**src/rtl/wb_port_arbiter.sv**
```systemverilog
//==============================================================================
// wb_port_arbiter : shares one register-file write port between the in-order
// pipeline and a 2-entry buffer of long-latency results, with starvation stall.
// Revision: 1.0
//==============================================================================
`default_nettype none

module wb_port_arbiter #(
    parameter int unsigned STARVE_LIMIT = 4
) (
    input  logic        clk,
    input  logic        rst,
    input  logic        pipe_wreg,
    input  logic [4:0]  pipe_wd,
    input  logic [31:0] pipe_wdata,
    input  logic        mul_valid,
    input  logic [4:0]  mul_wd,
    input  logic [31:0] mul_wdata,
    output logic        mul_ready,
    output logic        rf_we,
    output logic [4:0]  rf_waddr,
    output logic [31:0] rf_wdata,
    output logic        stall_req,
    input  logic [4:0]  pend_raddr1,
    input  logic [4:0]  pend_raddr2,
    output logic        pend_hit1,
    output logic        pend_hit2
);

    localparam logic [3:0] c_LIMIT = 4'(STARVE_LIMIT);

    logic [4:0]  wd_q   [2];
    logic [31:0] data_q [2];
    logic [4:0]  wd_d   [2];
    logic [31:0] data_d [2];
    logic        head_q,    head_d;
    logic [1:0]  count_q,   count_d;
    logic [3:0]  starve_q,  starve_d;
    logic        stall_q,   stall_d;
    logic        rf_we_q,   rf_we_d;
    logic [4:0]  rf_waddr_q, rf_waddr_d;
    logic [31:0] rf_wdata_q, rf_wdata_d;

    logic w_nonempty;
    logic w_push;
    logic w_pop;
    logic w_pipe_sel;
    logic w_wptr;

    assign w_nonempty = (count_q != 2'd0);
    assign mul_ready  = !rst && (count_q < 2'd2);
    assign w_push     = mul_valid && mul_ready && (mul_wd != 5'd0);
    // While stalled the pipeline is holding its writeback, so it never competes.
    assign w_pipe_sel = !stall_q && pipe_wreg && (pipe_wd != 5'd0);
    assign w_pop      = w_nonempty && !w_pipe_sel;
    assign w_wptr     = head_q ^ count_q[0];

    assign pend_hit1 = !rst && (pend_raddr1 != 5'd0) &&
                       ((w_nonempty && wd_q[head_q] == pend_raddr1) ||
                        (count_q == 2'd2 && wd_q[!head_q] == pend_raddr1));
    assign pend_hit2 = !rst && (pend_raddr2 != 5'd0) &&
                       ((w_nonempty && wd_q[head_q] == pend_raddr2) ||
                        (count_q == 2'd2 && wd_q[!head_q] == pend_raddr2));

    always_comb begin
        wd_d       = wd_q;
        data_d     = data_q;
        head_d     = head_q;
        count_d    = count_q;
        rf_we_d    = 1'b0;
        rf_waddr_d = 5'd0;
        rf_wdata_d = 32'd0;

        if (w_push) begin
            wd_d[w_wptr]   = mul_wd;
            data_d[w_wptr] = mul_wdata;
        end

        if (w_pop) begin
            rf_we_d    = 1'b1;
            rf_waddr_d = wd_q[head_q];
            rf_wdata_d = data_q[head_q];
            head_d     = !head_q;
        end else if (w_pipe_sel) begin
            rf_we_d    = 1'b1;
            rf_waddr_d = pipe_wd;
            rf_wdata_d = pipe_wdata;
        end

        case ({w_push, w_pop})
            2'b10:   count_d = count_q + 2'd1;
            2'b01:   count_d = count_q - 2'd1;
            default: count_d = count_q;
        endcase

        if (w_pop || !w_nonempty) begin
            starve_d = 4'd0;
        end else if (starve_q >= c_LIMIT) begin
            starve_d = c_LIMIT;
        end else begin
            starve_d = starve_q + 4'd1;
        end
        stall_d = (starve_d == c_LIMIT);
    end

    always_ff @(posedge clk) begin
        if (rst) begin
            wd_q[0]    <= 5'd0;
            wd_q[1]    <= 5'd0;
            data_q[0]  <= 32'd0;
            data_q[1]  <= 32'd0;
            head_q     <= 1'b0;
            count_q    <= 2'd0;
            starve_q   <= 4'd0;
            stall_q    <= 1'b0;
            rf_we_q    <= 1'b0;
            rf_waddr_q <= 5'd0;
            rf_wdata_q <= 32'd0;
        end else begin
            wd_q       <= wd_d;
            data_q     <= data_d;
            head_q     <= head_d;
            count_q    <= count_d;
            starve_q   <= starve_d;
            stall_q    <= stall_d;
            rf_we_q    <= rf_we_d;
            rf_waddr_q <= rf_waddr_d;
            rf_wdata_q <= rf_wdata_d;
        end
    end

    assign rf_we     = rf_we_q;
    assign rf_waddr  = rf_waddr_q;
    assign rf_wdata  = rf_wdata_q;
    assign stall_req = stall_q;

endmodule

`default_nettype wire

```
**config.mk**
```make
export PLATFORM = sky130hd
export DESIGN_NAME = wb_port_arbiter
export DESIGN_NICKNAME = d
export VERILOG_FILES = /design/src/rtl/wb_port_arbiter.sv
export SDC_FILE = /design/constraint.sdc
export NUM_CORES = 1
export LEC_CHECK = 0
export CORE_MARGIN = 2
export CORE_UTILIZATION = 45
export CTS_BUF_LIST = sky130_fd_sc_hd__clkbuf_4 sky130_fd_sc_hd__clkbuf_8 sky130_fd_sc_hd__clkbuf_16
export DETAILED_ROUTE_END_ITERATION = 16
export PLACE_DENSITY_LB_ADDON = 0.25
export SLEW_MARGIN = 20
export SYNTH_ARGS = -nofsm -noshare
export SYNTH_HDL_FRONTEND = slang
export SYNTH_SLANG_ARGS = --single-unit
export TNS_END_PERCENT = 5
```
**constraint.sdc**
```tcl
create_clock -name clk -period 2.3 [get_ports clk]
set_input_delay 0.69 -clock clk [delete_from_list [all_inputs] [get_ports clk]]
set_output_delay 0.69 -clock clk [all_outputs]
set_load 0.05 [all_outputs]
```
==> reports/results.md <==
| Item | Value | Unit |
| --- | --- | --- |
| Tot Pwr | 8020 | uW |
| Critical Path Start | head_q | - |
| Area of the die | 12,500 | um2 |
| Psw | 2450 | uW |
| Antenna Violating Nets Remaining | 0 | - |
| Total count of max-transition violations in the final report | 0 | - |
| Finish-stage setup viols | 4 | - |
| Initial drt markers | 275 | - |
| Num Clock Sinks | 120 | - |
| Comb power frac | 0.300 | - |
| CP max FO | 6 | - |
| Hold/Removal Path Class | reg2reg | - |
| Crit path required time | 1.61 | ns |
| Placeable core area | 11,400 | um2 |
| Failing checks | setup timing | - |
| Clock tree from TritonCTS | done | - |
| Type of the worst setup path | reg2out | - |
| Number of synthesized register bits | 120 | - |
| Largest net degree at the start of global routing | 54 | - |
| Average via count per standard cell | 5.21 | - |
| Maximum clock rate | 370 | MHz |
| Row count | 39 | - |
| Warnings from Yosys | 0 | - |
| Clock H-tree levels | 4 | - |
| Width of the die | 112 | um |
| Number of hold buffers added after cts | 0 | - |
| Count of unique library cells instantiated by Yosys | 30 | - |
| Start point of the worst hold path | data_q[63] | - |
| Ranking of synthesized cells by area | sky130_fd_sc_hd__dfxtp_1 (46%), sky130_fd_sc_hd__a21oi_1 (11%), sky130_fd_sc_hd__nand2_1 (11%), sky130_fd_sc_hd__mux2i_1 (8.0%), sky130_fd_sc_hd__nor3_2 (6.7%) | - |
| Die boundary height | 112 | um |
| Layout filler cell count | 931 | - |
| Number of standard cells in the layout, taps in and fillers out | 930 | - |
| Max Cap Viol | 0 | - |
| Setup repair after global routing missed its margin | yes | - |
| Hold violation total from the final report | 0 | - |
| Total vias in the final route | 4,845 | - |
| Root buffer cell | sky130_fd_sc_hd__clkbuf_16 | - |
| Total iterations of the first detailed-routing run | 5 | - |
| Average detailed-routed wire length per instance | 15.2 | um |
| Maximum vdd drop | 0.000685 | V |
| Worst hold slack | 0.451 | ns |
| Gr usage total | 0.228 | - |
| Share of the clock period used by the worst path after layout | 1.18 | - |
| Kind of start point of the critical path | flip-flop | - |
| Layout Skew | 0.00568 | ns |
| Internal power summed over all cells | 5570 | uW |
| Top_reg_cell synth | sky130_fd_sc_hd__dfxtp_1 | - |
| Proportion of layout cells with a drive suffix above 1 | 0.188 | - |
| # IOs | 130 | - |
| Post-route standard cell area excluding fillers | 7840 | um2 |
| Last weighted congestion value of the routability-driven placer | 0.871 | - |
| Proportion of netlist area held by the largest area contributor | 0.458 | - |
| Starting density of the core | 0.459 | - |
| Library cell occupying the most area in the post-synthesis netlist | sky130_fd_sc_hd__dfxtp_1 | - |
| Leakage Power | 0.00279 | uW |
| Max-Slew Margin vs Limit | 0.637 | - |
| Via count of the first global-routing pass | 4,928 | - |
| Inst Count DP | 887 | - |
| Endpoint type of the worst setup path | output port | - |
| Net Count, Synth | 704 | - |
| Post-synthesis to final-layout area growth | 49.4 | % |
| Ys async rst share | 0 | - |
| Synthesized netlist cell count | 614 | - |
| Final critical-path required period | 2.70 | ns |
| Final WL | 14,200 | um |
| Clock network power share | 0.392 | - |
| Half-perimeter wire length after detailed placement | 9490 | um |
| Status | complete, but fails checks | - |
| Slew at the pin with the worst max-slew slack | 0.544 | ns |
| Data arrival time of the critical path | 2.01 | ns |
| Switching share of power | 0.306 | - |
| Number of enable flip-flop cells after synthesis | 0 | - |
| Average size of a mapped cell | 8.54 | um2 |
| R2r startpoint | count_q[0] | - |
| Total congestion overflow after global routing | 0 | - |
| Ratio of total power to cell area | 1020 | nW/um2 |
| CTS Buf Count | 17 | - |
| Final Worst Setup Slack | -0.404 | ns |
| Maximum number of buffers from clock root to sink | 2 | - |
| Post-synth design cell area | 5250 | um2 |
| Clk pin slew, worst setup/hold paths | 0.05 | ns |
| Number of antenna violations at the first check in global routing | 1 | - |
| DRC Markers | 0 | - |
| Placed cell area | 6950 | um2 |
| Share of synthesized area occupied by flip-flops and latches | 0.458 | - |
| Wire length of the first global-routing pass | 22,900 | um |
| Total negative setup slack | -0.920 | ns |
| Source-to-sink clock delay at the later pin of the worst-skew pair | 0.41 | ns |
| Port bufs | 129 | - |
| Reg power frac | 0.308 | - |
| Final layout net count | 863 | - |
==> synthesized netlist by cell type (all sizes together), types with 2 or more instances <==
library cell	count
nor3	40
nand4	4
clkbuf	16
or3	2
and2	3
mux2i	42
nand2	154
nor4	4
dfxtp	120
o21ai	3
nor2	46
a21oi	115
xor2	10
xnor2	15
buf	29
ha	2
==> area by class of cell <==
class                   count  area, um2  area share
well taps                 143        179      0.0228
clock inverters            12        245      0.0313
flip-flops and latches    120       2410       0.307
clock buffers              20        460      0.0588
diodes                      1       2.50    0.000319
multi-input cells         448       2660       0.339
repair buffers            185       1880       0.240
inverters                   1       3.75    0.000479
==> cell families after synthesis <==
group,Yosys count,share of synthesized area
and+or+nand+nor,257,0.239
AOI/OAI and AO/OA,121,0.120
DFF,120,0.458
buffers and inverters,46,0.0563
muxes,42,0.0802
xor gates and xnor gates,25,0.0417
adders and majority gates,2,0.00477
other,1,0.000715
==> placed cells by master, fill, tap and decap left out, types with 2 or more instances in the layout <==
cell type and count:
sky130_fd_sc_hd__xor2_1 10, sky130_fd_sc_hd__clkbuf_8 2, sky130_fd_sc_hd__nand2_1 150, sky130_fd_sc_hd__nand2_2 2, sky130_fd_sc_hd__nand2_4 2, sky130_fd_sc_hd__clkdlybuf4s50_1 123, sky130_fd_sc_hd__or3_1 2, sky130_fd_sc_hd__clkinvlp_4 4
sky130_fd_sc_hd__clkbuf_16 17, sky130_fd_sc_hd__xnor2_2 3, sky130_fd_sc_hd__mux2i_1 39, sky130_fd_sc_hd__nor2_4 2, sky130_fd_sc_hd__mux2i_4 2, sky130_fd_sc_hd__buf_12 12, sky130_fd_sc_hd__nor2_1 43, sky130_fd_sc_hd__a21oi_1 114
sky130_fd_sc_hd__nand4_1 4, sky130_fd_sc_hd__nor4_2 2, sky130_fd_sc_hd__and2_1 3, sky130_fd_sc_hd__o21ai_0 3, sky130_fd_sc_hd__xnor2_1 12, sky130_fd_sc_hd__buf_4 42, sky130_fd_sc_hd__nor3_1 5, sky130_fd_sc_hd__nor3_2 35
sky130_fd_sc_hd__nor4_1 2, sky130_fd_sc_hd__dfxtp_1 119, sky130_fd_sc_hd__bufinv_16 7, sky130_fd_sc_hd__buf_6 5
==> worst max-delay path, cell delays in order (launching register included) <==
cell	delay [ns]
sky130_fd_sc_hd__dfxtp_4	0.39
sky130_fd_sc_hd__buf_8	0.13
sky130_fd_sc_hd__mux2i_1	0.32
sky130_fd_sc_hd__buf_4	0.18
sky130_fd_sc_hd__xor2_1	0.18
sky130_fd_sc_hd__nand4_1	0.13
sky130_fd_sc_hd__nand2_2	0.12
sky130_fd_sc_hd__buf_12	0.14
==> flip-flops by register name, indices dropped and copies added, names as in the netlist <==
signal     count
data_q        64
head_q         1
rf_wdata      32
stall_req      1
count_q        2
starve_q       4
rf_we          1
wd_q          10
rf_waddr       5
==> through the flow <==
| stage | setup slack [ns] | utilization |
|---|---|---|
| 2_1_floorplan | -0.0767 | - |
| 3_3_place_gp | -0.493 | 0.608 |
| 3_5_place_dp | -0.531 | 0.608 |
| 4_1_cts | -0.387 | 0.683 |
| 5_1_grt | -0.458 | 0.686 |
| 6_report | -0.404 | 0.686 |
==> power by group through the flow <==
stage / registers, uW / clock network, uW / logic, uW
finish: 2470 / 3140 / 2410
floorplan: 2620 / 0 / 1320
CTS: 2470 / 3170 / 2390
detailed placement: 2520 / 0 / 2220
global placement: 2510 / 0 / 2170
global route: 2500 / 3280 / 2570
==> repair_timing <==
action                                 4_1_cts  5_1_grt
gates resized for setup                     17        4
pin swaps                                   14        6
setup endpoints to repair                    4        9
buffers inserted                             8        2
endpoints found under the hold margin        0        0
==> final timing paths <==
kind | endpoint | slack [ns] | cells past startpoint
worst max-delay path | pend_hit1 | -0.40 | 7
worst min-delay path | data_q[63] | 0.45 | 2
worst max register to register | count_q[1] | 0.26 | 7
worst min register to register | data_q[63] | 0.45 | 2
==> layer usage <==
metal / vias to the layer above / GRT usage / part of all wire
met5: - / 0 / 0
met4: 0 / 0.100 / 0.021
met3: 25 / 0.0642 / 0.054
met2: 145 / 0.417 / 0.53
met1: 2307 / 0.245 / 0.40
li1: 2368 / - / -
No activity file was read; power rests on OpenSTA's default activity.
